## config.mk

```make
export PLATFORM = sky130hd
export DESIGN_NAME = ser_mag_comp
export DESIGN_NICKNAME = d
export VERILOG_FILES = /design/src/rtl/ser_mag_comp.sv
export SDC_FILE = /design/constraint.sdc
export NUM_CORES = 1
export LEC_CHECK = 0
export CAP_MARGIN = 20
export CORE_MARGIN = 2
export CORE_UTILIZATION = 45
export CTS_CLUSTER_SIZE = 10
export DETAILED_ROUTE_END_ITERATION = 16
export PLACE_DENSITY = 0.71
export SLEW_MARGIN = 20
export SYNTH_ARGS = -nofsm -noshare
export SYNTH_HDL_FRONTEND = slang
export SYNTH_SLANG_ARGS = --single-unit
```

## constraint.sdc

```tcl
create_clock -name clk -period 2 [get_ports clk]
set_input_delay 0.4 -clock clk [delete_from_list [all_inputs] [get_ports clk]]
set_output_delay 0.4 -clock clk [all_outputs]
set_load 0.01 [all_outputs]
```

## src/rtl/ser_mag_comp.sv

```systemverilog
// Multi-cycle MSB-first magnitude comparator: DIGIT bits per clock, unsigned or
// two's-complement, early exit on the first unequal digit, start/busy/done handshake.
module ser_mag_comp #(
   parameter int unsigned WIDTH = 16,
   parameter int unsigned DIGIT = 4
) (
   input  logic             clk,
   input  logic             rst_n,
   input  logic             start,
   input  logic             clr,
   input  logic             signed_mode,
   input  logic [WIDTH-1:0] A,
   input  logic [WIDTH-1:0] B,
   output logic             busy,
   output logic             done,
   output logic             G,
   output logic             L,
   output logic             E
);

   localparam int unsigned NDIG = (DIGIT == 0) ? 1 : WIDTH / DIGIT;
   localparam int unsigned KW   = (NDIG > 1) ? $clog2(NDIG) : 1;

   generate
      if ((DIGIT == 0) ? 1'b1 : ((WIDTH % DIGIT) != 0 || WIDTH < 2)) begin : g_bad_params
         $error("ser_mag_comp: WIDTH must be >= 2 and a multiple of DIGIT >= 1");
      end
   endgenerate

   typedef enum logic [0:0] {StIdle, StRun} state_e;

   state_e           state_q, state_d;
   logic [WIDTH-1:0] a_q, a_d, b_q, b_d;
   logic [KW-1:0]    k_q, k_d;
   logic             done_q, done_d;
   logic             g_q, g_d, l_q, l_d, e_q, e_d;

   logic [DIGIT-1:0] da, db;
   logic             gd, ld, eq_run;

   // Bit cells combined with MSB priority: a bit only decides if all higher bits are equal.
   always_comb begin
      da     = a_q[WIDTH-1 -: DIGIT];
      db     = b_q[WIDTH-1 -: DIGIT];
      gd     = 1'b0;
      ld     = 1'b0;
      eq_run = 1'b1;
      for (int i = DIGIT - 1; i >= 0; i--) begin
         gd     = gd | (eq_run & da[i] & ~db[i]);
         ld     = ld | (eq_run & ~da[i] & db[i]);
         eq_run = eq_run & ~(da[i] ^ db[i]);
      end
   end

   always_comb begin
      state_d = state_q;
      a_d     = a_q;
      b_d     = b_q;
      k_d     = k_q;
      done_d  = 1'b0;
      g_d     = g_q;
      l_d     = l_q;
      e_d     = e_q;
      unique case (state_q)
         StIdle: begin
            if (start) begin
               // Flipping the sign bit maps two's-complement order onto unsigned order.
               a_d     = A ^ {signed_mode, {(WIDTH-1){1'b0}}};
               b_d     = B ^ {signed_mode, {(WIDTH-1){1'b0}}};
               k_d     = '0;
               state_d = StRun;
            end
         end
         StRun: begin
            if (clr) begin
               state_d = StIdle;
            end else if (gd || ld) begin
               g_d     = gd;
               l_d     = ld;
               e_d     = 1'b0;
               done_d  = 1'b1;
               state_d = StIdle;
            end else if (k_q == KW'(NDIG - 1)) begin
               g_d     = 1'b0;
               l_d     = 1'b0;
               e_d     = 1'b1;
               done_d  = 1'b1;
               state_d = StIdle;
            end else begin
               k_d = k_q + KW'(1);
               a_d = a_q << DIGIT;
               b_d = b_q << DIGIT;
            end
         end
         default: state_d = StIdle;
      endcase
   end

   always_ff @(posedge clk or negedge rst_n) begin
      if (!rst_n) begin
         state_q <= StIdle;
         a_q     <= '0;
         b_q     <= '0;
         k_q     <= '0;
         done_q  <= 1'b0;
         g_q     <= 1'b0;
         l_q     <= 1'b0;
         e_q     <= 1'b0;
      end else begin
         state_q <= state_d;
         a_q     <= a_d;
         b_q     <= b_d;
         k_q     <= k_d;
         done_q  <= done_d;
         g_q     <= g_d;
         l_q     <= l_d;
         e_q     <= e_d;
      end
   end

   assign busy = (state_q == StRun);
   assign done = done_q;
   assign G    = g_q;
   assign L    = l_q;
   assign E    = e_q;

endmodule

```

==> results.cfg <==
[synth]
ys_ff_latch = 39
synth_area_leaders = dfrtp_1 (47%), a211oi_1 (8.0%), o22ai_1 (7.0%)
synth_cells = 195
synth-async-reset-ratio_pct = 100
synth-edff-count = 0
yosysMostFrequentCell = dfrtp_1
yosysSeqAreaShare_pct = 47.2
yosys.area.top_type = dfrtp_1
synthesis.area_sq_um = 2070
ys.flop_type = dfrtp_1
netlist_top_cells_count = dfrtp_1 (39), nor2_1 (23), o22ai_1 (23)
yosysTopAreaCellShare_pct = 47.2
yosysWarnings = 0
synth.avg_cell_area_sq_um = 10.6
synthesis.nets = 235
ys_types = 33

[critical_path]
regToRegStartpoint = a_q[15]
cp-end-kind = flop
crit_arrival_ns = 2.28
crit_type = flop to flop
reg2reg_to = b_q[13]
r2r_setup_slack_ns = -0.09
r2r_cells = 9
crit_fanout = 7
worstPathRequired_ns = 2.19
critPathLaunchType = flop

[sta]
rsz0062_at_grt = yes
whs_ns = 0.0479
slew_violations = 0
max_freq_mhz = 477
fin_skew_ns = 0.00773
fin_crit_sh_pct = 105
hold_viol_final = 0
slew_headroom_pct = 68.2
max_slew.worst_pin.slew_ns = 0.478
finalSetupViolCount = 34
layout_min_cycle_time_ns = 2.09
final.setup.worst_slack_ns = -0.0949

[final_layout]
finalInstanceArea_sq_um = 2940
area_growth_pct = 42.2
drive_gt1_share_pct = 27.3
n_antenna_cell = 0
nNetsFinal = 292
final_util_pct = 67.1

[power]
pwr-share-seq_pct = 33.2
switching_power_w = 0.00173
p_leak_nw = 1.21
peakVddDrop_mv = 0.749
p_comb_share_pct = 52.1
intPower_w = 0.00277
p_clk_share_pct = 14.7
powerDensity_nw_per_um2 = 1530
p_sw_share_pct = 38.4

[clocking]
cts-buffers-inserted = 5
cts_max_path_buffers = 2
cts_tree = yes
h-tree-depth = 2
clkLatencyLatePin_ns = 0.30
clk_pin_slew_ns = 0.08
root_buffer = clkbuf_8
clock_sinks = 39

[status]
violations = setup timing
status = finished, violations left

[global_route]
grtUsageTotal_pct = 20.6
first_global_vias = 1720
grt_pass1_wl_mm = 8.20
antenna_found_initial = 0
grt_max_degree = 27
grt_overflow = 0

[die]
rows = 24
boundaryPins = 42
die_w_microns = 71.8
die_h_microns = 71.8
dieArea_sq_um = 5150
core_region_area_sq_um = 4380
initial_core_util_pct = 47.2

[routing]
wl_per_cell_microns = 16.0
routed_wirelength_mm = 4.89
drc = 0
via_per_inst = 5.75
ant_nets = 0
drtIter0Drc = 91
via_count = 1755
drtPass1Iterations = 4

[job]
maxCapViolations = 0

[placed_design]
numPortBuffers = 41
globalplace.congestion = 0.797
place_ws_ns = -0.112
dp_hpwl_mm = 3.33
place_area_sq_um = 2630

[min_path]
holdCritPathClass = input pin to asynchronous set/reset pin
[layer usage]
metal	part of all wire [%]	wire length (microns)	GRT usage, %	up-vias
met3	3.6	178	4.64	6
met1	46	2250	27.4	869
met2	49	2380	32.8	34
li1	-	-	-	846
met4	1.6	78	8.18	0
met5	0	0	0	-
[placed cells by master (no fill, tap or decap), types with 2 or more instances in the layout]
cell	n
dfrtp_1	39
buf_12	3
o22ai_2	20
nand2b_1	2
clkbuf_8	5
clkdlybuf4s50_1	40
mux2i_1	8
inv_2	2
nor2_1	23
xnor2_1	4
nand2_1	14
ha_1	2
a211oi_1	22
and4b_2	2
inv_1	2
nand3_1	3
buf_6	4
nor4_4	2
a22o_1	2
o21ai_0	3
buf_4	16
o21a_1	2
o21ai_2	2
o22ai_1	10
xor2_1	2
[power groups by stage]
stage	combinational (W)	sequential, W	clock, W
after floorplan	0.00139	0.00142	0
after global placement	0.00194	0.00147	0
after detailed placement	0.00200	0.00148	0
after CTS	0.00225	0.00147	0.000685
after global routing	0.00255	0.00154	0.000724
final	0.00234	0.00149	0.000663
[state kept, by name (all words and copies together) (netlist names)]
signal  cells
G           1
E           1
L           1
a_q        16
busy        1
k_q         2
done        1
b_q        16
[metrics by stage]
step	setup TNS [ns]	total power (W)	std cells
6_report	-2.00	0.00450	305
2_1_floorplan	0	0.00282	195
5_1_grt	-5.15	0.00481	305
3_3_place_gp	-0.443	0.00341	290
3_5_place_dp	-1.75	0.00348	290
4_1_cts	-1.08	0.00440	303
[timing repair]
| item | in CTS | in global routing |
|---|---|---|
| setup buffers | 4 | 2 |
| hold buffers | 0 | 0 |
| gates cloned | 1 | 0 |
| endpoints found under the setup margin | 35 | 38 |
| resized for setup | 14 | 16 |
| pin swaps | 5 | 2 |
[area by class of cell]
type	count	area [sq um]
Tap cell	52	65.1
Clock inverter	3	43.8
Multi-Input combinational cell	136	1100
Sequential cell	39	976
Fill cell	348	1440
Clock buffer	5	68.8
Timing Repair Buffer	66	671
Inverter	4	15.0
[worst max path at each step]
stage,startpoint,to,cells past startpoint
floorplan,a_q[15],k_q[0],8
global placement,a_q[15],a_q[6],8
detailed placement,a_q[15],a_q[11],8
CTS,a_q[15],a_q[6],9
global route,a_q[15],b_q[13],9
finish,a_q[15],b_q[13],9
[cells by family after synthesis]
kind of cell               Yosys count  share of synthesized area, %
AOI/OAI and AO/OA                   66                          24.3
xor gates and xnor gates             6                          2.54
adders and majority gates            3                          1.82
buffers and inverters               20                          5.63
DFF                                 39                          47.2
muxes                                8                          3.87
and+or+nand+nor                     53                          14.7
[critical path, stage by stage (launching register included)]
cell     delay (ns)
dfrtp_1        0.39
inv_2          0.09
ha_4           0.22
and3b_2        0.23
nor4_4         0.25
buf_4          0.18
nand4_4        0.20
buf_6          0.21
o22ai_1        0.15
nor2_1         0.06
Note: power is estimated with default switching activity, not from simulation.
